<file path="src/rtl/axis_chk_pkg.sv">
// Shared types and constants for the AXI-Stream frame checker.
// Holds the FSM state enum, err_flags bit indices and LFSR constants.
package axis_chk_pkg;

   typedef enum logic [1:0] {
      WAIT = 2'd0,
      RUN  = 2'd1,
      HALT = 2'd2
   } chk_state_e;

   localparam int ERR_DATA = 0;
   localparam int ERR_LAST = 1;
   localparam int ERR_KEEP = 2;
   localparam int ERR_USER = 3;

   // Fibonacci LFSR, taps 16,14,13,11 in right-shift form:
   // feedback = l[0]^l[2]^l[3]^l[5], shifted in at bit 15.
   localparam logic [15:0] LFSR_SEED = 16'hACE1;
   localparam logic [15:0] LFSR_TAPS = 16'h002D;

endpackage

</file>
<file path="src/rtl/axis_chk_lfsr.sv">
// Backpressure generator: 16-bit Fibonacci LFSR advancing when en is high.
// Ports: aclk, aresetn (sync, active-low), en, ready_nx (ready for next cycle).
module axis_chk_lfsr
   import axis_chk_pkg::*;
(
   input  logic aclk,
   input  logic aresetn,
   input  logic en,
   output logic ready_nx
);

   logic [15:0] lfsr;
   logic [15:0] lfsr_nx;

   always_comb begin
      lfsr_nx = lfsr;
      if (en)
         lfsr_nx = {^(lfsr & LFSR_TAPS), lfsr[15:1]};
   end

   // Ready seen in a cycle is a function of the LFSR value held in
   // that cycle, so the registered tready looks one step ahead.
   assign ready_nx = (lfsr_nx[1:0] != 2'b00);

   always_ff @(posedge aclk) begin
      if (!aresetn)
         lfsr <= LFSR_SEED;
      else
         lfsr <= lfsr_nx;
   end

endmodule

</file>
<file path="config.mk">
export PLATFORM = sky130hd
export DESIGN_NAME = axis_chk_lfsr
export DESIGN_NICKNAME = d
export VERILOG_FILES = /design/src/rtl/axis_chk_pkg.sv /design/src/rtl/axis_chk_lfsr.sv
export SDC_FILE = /design/constraint.sdc
export NUM_CORES = 1
export LEC_CHECK = 0
export ABC_AREA = 0
export ABC_CLOCK_PERIOD_IN_PS = 1800
export CAP_MARGIN = 20
export CORE_AREA = 2 2 39 41
export CTS_BUF_LIST = sky130_fd_sc_hd__clkbuf_2
export DETAILED_ROUTE_END_ITERATION = 8
export DIE_AREA = 0 0 41 43
export PLACE_DENSITY_LB_ADDON = 0.05
export RECOVER_POWER = 100
export SYNTH_ARGS = -nofsm -noshare
export SYNTH_HDL_FRONTEND = slang
export SYNTH_SLANG_ARGS = --single-unit
export TNS_END_PERCENT = 100
</file>
<file path="constraint.sdc">
create_clock -name aclk -period 1.8 [get_ports aclk]
set_input_delay 0.54 -clock aclk [delete_from_list [all_inputs] [get_ports aclk]]
set_output_delay 0.54 -clock aclk [all_outputs]
set_load 0.005 [all_outputs]
</file>
==> impl_metrics.tcl, run 1 <==
set metrics [dict create \
    power.switching_fraction 0.235 \
    grt_first_pass_wirelength_mm 1.64 \
    vdd.ir_drop.worst_uv 409 \
    drcViolationCount 0 \
    htreeDepth 1 \
    worstPathArrival_ns 1.15 \
    hold_buffers 0 \
    syn-num-nets 59 \
    hp-class "reg -> reg" \
    via_count_of_the_first_global_routing_pass 385 \
    cts.root.buffer_cell "sky130_fd_sc_hd__clkbuf_2" \
    clock_power_share 0.234 \
    final.fill_count 138 \
    power_per_cell_area_mw_per_mm2 866 \
    antenna-diode-count 0 \
    timing.critical_path.from_type "flop" \
    hold-path-cell-count 2 \
    start_util 0.464 \
    utilization 0.509 \
    synth_area_per_cell_um2 11.5 \
    final_cells 80 \
    fmax_ghz 0.590 \
    maxCapViolCount 0 \
    period_needed_ns 1.69 \
    worst_ep_required_time_ns 1.26 \
    worst_setup_hold_path_clk_slew_ns 0.14 \
    largest_register_ff_count 16 \
    worst_slew_pin_slew_ns 0.280 \
    dpl.cell_count 76 \
    yosys.area.top_type "sky130_fd_sc_hd__dfxtp_1" \
    final.period_utilization 0.941 \
    biggestRegsByFlops "lfsr (16)" \
    placed_wire_length_estimate_um 741 \
    crit_path_max_fanout 2 \
    combPwrFrac 0.123 \
    relative_slew_slack 0.813 \
    most_flop_heavy_register "lfsr" \
    die_w_um 41 \
    switching_power_mw 0.143 \
    clock_skew_ns 0.00969 \
    detail-route-antenna-nets 0 \
    num-nets-final 69 \
    drt_pre_antenna_iters 1 \
    grt_overflow_total 0 \
    pwr-share-seq 0.642 \
    critPathKind "reg -> out" \
    mappedNetlistArea_um2 642 \
    cellLeakagePower_nw 0.309 \
    drv_slew 0 \
    area_growth_from_synthesis_to_layout_pct 9.75 \
    first_iter_violations 0 \
    intPower_mw 0.467 \
    grt_antenna_before_repair 0 \
    fp.dieH_um 43 \
    core.rowCount 14 \
    drt-wirelength-per-cell_um 11.8 \
    outcome "complete, no violations" \
    grt_max_degree 12 \
    totalPowerFinal_mw 0.610 \
    buffer_ports.inserted 3 \
    drt-vias-per-instance 4.93 \
    clk_path_buf_depth 2 \
    synth-seq-area-share 0.499 \
    final-setup-viol-count 0 \
    most-common-layout-cells "sky130_fd_sc_hd__dfxtp_1, sky130_fd_sc_hd__mux2i_1, sky130_fd_sc_hd__nor2b_1" \
    synth_cell_types 12 \
    post-synth-top-area-fraction 0.499 \
    ys_ff_latch 16 \
    sinks_on_clock_net 16 \
    synth-warning-count 0 \
    reg2reg_depth 4 \
    tritoncts "built" \
    place.gp.congestion 0.600 \
    worst_skew_pair.late_latency_ns 0.27 \
    post_synth_inst_count 56 \
    layout.cells.most_common "sky130_fd_sc_hd__dfxtp_1" \
    grt_setup_unrepaired "false" \
    detail_route.wirelength_um 940 \
    core_region_area_mm2 0.00138 \
    ys_top_cells_by_area "sky130_fd_sc_hd__dfxtp_1, sky130_fd_sc_hd__mux2i_1, sky130_fd_sc_hd__nor2b_1, sky130_fd_sc_hd__xnor2_2, sky130_fd_sc_hd__nand2_1" \
    total_routing_resource_utilization_after_global_routing 0.137 \
    cts_buffers 3 \
    via_count 394 \
    final-hold-violation-count 0 \
    drive_gt1_frac 0.141 \
    end_kind "primary output" \
    pin_count 4 \
    floorplan.die_area_mm2 0.00176 \
]
[power groups by stage]
| stage | logic, mW | registers (mW) | clock network (mW) |
|---|---|---|---|
| 4_1_cts | 0.0789 | 0.393 | 0.154 |
| 3_3_place_gp | 0.0745 | 0.399 | 0 |
| 3_5_place_dp | 0.0779 | 0.401 | 0 |
| 6_report | 0.0753 | 0.392 | 0.143 |
| 5_1_grt | 0.0837 | 0.395 | 0.167 |
| 2_1_floorplan | 0.0600 | 0.397 | 0 |
[kinds of logic (layout without fill, tap and decap cells)]
group,count (synthesis),after routing,share of synthesized area
AO/OA/AOI/OAI,2,2,0.0234
multiplexers,14,14,0.218
AND/OR/NAND/NOR,18,18,0.152
buffers and inverters,3,11,0.0429
XOR/XNOR,3,3,0.0643
flip-flops,16,16,0.499
[through the flow]
step / TNS, ns / cell area, um2 / setup WS [ns] / hold slack [ns]
2_1_floorplan: 0 / 642 / 0.192 / 0.441
3_3_place_gp: -0.542 / 694 / -0.542 / 0.453
3_5_place_dp: -0.556 / 694 / -0.556 / 0.466
4_1_cts: 0 / 712 / 0.0180 / 0.501
5_1_grt: 0 / 704 / 0.0194 / 0.537
6_report: 0 / 704 / 0.106 / 0.495
[final cells by class]
cell class / instances / area, um2 / share of cell area
Sequential cell: 16 / 320 / 0.455
Clock buffer: 3 / 15.0 / 0.0213
Timing Repair Buffer: 8 / 55.1 / 0.0782
Multi-Input combinational cell: 37 / 294 / 0.417
Tap cell: 16 / 20.0 / 0.0284
[cells in the mapped netlist]
cell / number
sky130_fd_sc_hd__xnor2_2: 2
sky130_fd_sc_hd__buf_2: 1
sky130_fd_sc_hd__a211o_1: 1
sky130_fd_sc_hd__nor3b_1: 1
sky130_fd_sc_hd__nand2_1: 7
sky130_fd_sc_hd__nand3b_1: 1
sky130_fd_sc_hd__mux2i_1: 14
sky130_fd_sc_hd__buf_6: 2
sky130_fd_sc_hd__dfxtp_1: 16
sky130_fd_sc_hd__a31oi_1: 1
sky130_fd_sc_hd__nor2b_1: 9
sky130_fd_sc_hd__xnor2_1: 1
[final timing paths]
check                           slack, ns                    end                 start
worst min-delay path                 0.49   lfsr[7]$_SDFFE_PN1P_  lfsr[7]$_SDFFE_PN1P_
worst max-delay path                 0.11               ready_nx    lfsr[0]$_SDFF_PN1_
worst max register to register       0.85  lfsr[15]$_SDFFE_PN1P_    lfsr[0]$_SDFF_PN1_
worst min register to register       0.49   lfsr[7]$_SDFFE_PN1P_  lfsr[7]$_SDFFE_PN1P_
[repair_timing]
item	CTS	global route
cloned	0	0
setup endpoints to repair	1	1
setup buffers	1	0
resized for setup	6	1
[per-layer routing]
layer	vias up	track usage	wire [um]
met4	0	0.0800	4
met3	2	0.0314	29
met1	182	0.188	423
met2	3	0.191	482
met5	-	0	0
li1	207	-	-
[critical path, stage by stage (launching register included)]
cell	delay (ns)
sky130_fd_sc_hd__dfxtp_1	0.33
sky130_fd_sc_hd__nor2b_1	0.13
sky130_fd_sc_hd__a211o_1	0.22
sky130_fd_sc_hd__clkdlybuf4s15_1	0.20
No activity file was read; power rests on OpenSTA's default activity.
==> run 2: changes to the inputs <==
PLACE_DENSITY = 0.72   (was unset)
PLACE_DENSITY_LB_ADDON = unset   (was 0.05)
==> run 2 against run 1 <==
Sequential share of layout area down 0.38 points; hold slack worse by 0.0049 ns; clock power up 8%; non-clock buffer count unchanged; register-to-register slack about the same.
==> impl_metrics.tcl, run 2 (synthesized netlist as in run 1, its figures left out) <==
set metrics [dict create \
    totalPowerFinal_mw 0.620 \
    vdd.ir_drop.worst_uv 572 \
    post-route-cell-area_um2 713 \
    antenna-diode-count 0 \
    critPathKind "reg -> out" \
    die_w_um 41 \
    crit_slowest_cell "sky130_fd_sc_hd__dfxtp_2" \
    hp-class "reg -> reg" \
    most-common-layout-cells "sky130_fd_sc_hd__dfxtp_1, sky130_fd_sc_hd__mux2i_1, sky130_fd_sc_hd__nor2b_1" \
    fmax_ghz 0.587 \
    tritoncts "built" \
    worst_slew_pin_slew_ns 0.429 \
    drt_pre_antenna_iters 1 \
    power.switching_fraction 0.242 \
    outcome "complete, no violations" \
    drt-wirelength-per-cell_um 10.7 \
    largest_register_ff_count 16 \
    intPower_mw 0.470 \
    cts.root.buffer_cell "sky130_fd_sc_hd__clkbuf_2" \
    cellLeakagePower_nw 0.315 \
    via_count 383 \
    biggestRegsByFlops "lfsr (16)" \
    via_count_of_the_first_global_routing_pass 355 \
    drt-vias-per-instance 4.73 \
    clock_power_share 0.248 \
    final-hold-violation-count 0 \
    grt_overflow_total 0 \
    worstPathArrival_ns 1.16 \
    crit_path_max_fanout 2 \
    clk_path_buf_depth 2 \
    drive_gt1_frac 0.169 \
    r2r_setup_slack_ns 0.84 \
    buffer_ports.inserted 3 \
    htreeDepth 1 \
    grt_setup_unrepaired "false" \
    dpl.cell_count 76 \
    most_flop_heavy_register "lfsr" \
    place_area_um2 694 \
    critical_path.cell_chain "nor2b_1 -> a211o_1 -> clkdlybuf4s15_1" \
    worstSetupEndpoint "ready_nx" \
    dp_slack_ns -0.527 \
    grt_antenna_before_repair 0 \
    core_region_area_mm2 0.00138 \
    worst_ep_required_time_ns 1.26 \
    clock_skew_ns 0.00173 \
    relative_slew_slack 0.714 \
    reg2reg_depth 4 \
    layout.cells.most_common "sky130_fd_sc_hd__dfxtp_1" \
    worst_r2r_endpoint "lfsr[15]$_SDFFE_PN1P_" \
    grt_first_pass_wirelength_mm 1.46 \
    fin_tns_setup_ns 0 \
    pin_count 4 \
    fp.dieH_um 43 \
    final_cells 81 \
    floorplan.die_area_mm2 0.00176 \
    placed_wire_length_estimate_um 615 \
    power_per_cell_area_mw_per_mm2 870 \
    slowest_delay_ns 0.35 \
    place.gp.congestion 0.626 \
    timing.critical_path.from_type "flop" \
    worst_skew_pair.late_latency_ns 0.27 \
    sinks_on_clock_net 16 \
    cts_buffers 3 \
    pwr-share-seq 0.631 \
    start_util 0.464 \
    first_iter_violations 0 \
    end_kind "primary output" \
    setup_ws_ns 0.0968 \
    detail_route.wirelength_um 864 \
    total_routing_resource_utilization_after_global_routing 0.129 \
    grt_max_degree 14 \
    period_needed_ns 1.70 \
    worst_setup_hold_path_clk_slew_ns 0.14 \
    combPwrFrac 0.121 \
    maxCapViolCount 0 \
    detail-route-antenna-nets 0 \
    final.period_utilization 0.946 \
    area_growth_from_synthesis_to_layout_pct 11.1 \
    core.rowCount 14 \
    drcViolationCount 0 \
    drv_slew 0 \
    final-setup-viol-count 0 \
    cp-startpoint "lfsr[0]$_SDFF_PN1_" \
    switching_power_mw 0.150 \
    reg2reg_from "lfsr[2]$_SDFFE_PN0P_" \
    num-nets-final 69 \
]
-- run 2: what timing repair did --
item	in CTS	in global routing
pin swaps	0	0
resized for setup	6	1
buffers inserted	1	0
setup endpoints to repair	1	1
hold buffers	0	0
-- run 2: power by group through the flow --
stage | combinational [mW] | sequential [mW] | clock, mW
CTS | 0.0775 | 0.392 | 0.163
detailed placement | 0.0762 | 0.400 | 0
global route | 0.0842 | 0.395 | 0.180
finish | 0.0753 | 0.391 | 0.154
floorplan | 0.0600 | 0.397 | 0
global placement | 0.0747 | 0.399 | 0
-- run 2: layout make-up --
| class | count | area [um2] |
|---|---|---|
| clock buffer | 3 | 15.0 |
| fill | 137 | 671 |
| clock inverter | 1 | 3.75 |
| timing repair buffer | 8 | 58.8 |
| multi-input combinational | 37 | 294 |
| tap | 16 | 20.0 |
| sequential | 16 | 322 |
-- run 2: worst min-delay path by stage --
stage,depth (start not counted),from,endpoint,slack (ns)
2_1_floorplan,2,lfsr[10]$_SDFFE_PN1P_,lfsr[10]$_SDFFE_PN1P_,0.44
3_3_place_gp,2,lfsr[10]$_SDFFE_PN1P_,lfsr[10]$_SDFFE_PN1P_,0.45
3_5_place_dp,2,lfsr[10]$_SDFFE_PN1P_,lfsr[10]$_SDFFE_PN1P_,0.46
4_1_cts,2,lfsr[10]$_SDFFE_PN1P_,lfsr[10]$_SDFFE_PN1P_,0.50
5_1_grt,2,lfsr[1]$_SDFF_PN0_,lfsr[0]$_SDFF_PN1_,0.53
6_report,2,lfsr[10]$_SDFFE_PN1P_,lfsr[10]$_SDFFE_PN1P_,0.49
-- run 2: critical path, delay by kind of cell (launching register included) --
family / cells / cell delay, ns
and+or+nand+nor: 1 / 0.13
AOI/OAI and AO/OA: 1 / 0.22
DFF: 1 / 0.35
buffers and inverters: 1 / 0.20
-- run 2: stage by stage --
stage | utilization | hold slack [ns]
5_1_grt | 0.515 | 0.530
4_1_cts | 0.517 | 0.495
6_report | 0.515 | 0.490
2_1_floorplan | - | 0.441
3_3_place_gp | 0.502 | 0.454
3_5_place_dp | 0.502 | 0.460
-- run 2: per-layer routing --
layer / routed length, um / vias up / part of all wire / global-route usage
met5: 0 / - / 0 / 0
met1: 453 / 173 / 0.52 / 0.167
li1: - / 205 / - / -
met2: 385 / 5 / 0.45 / 0.175
met4: 0 / 0 / 0 / 0.0400
met3: 24 / 0 / 0.028 / 0.0785
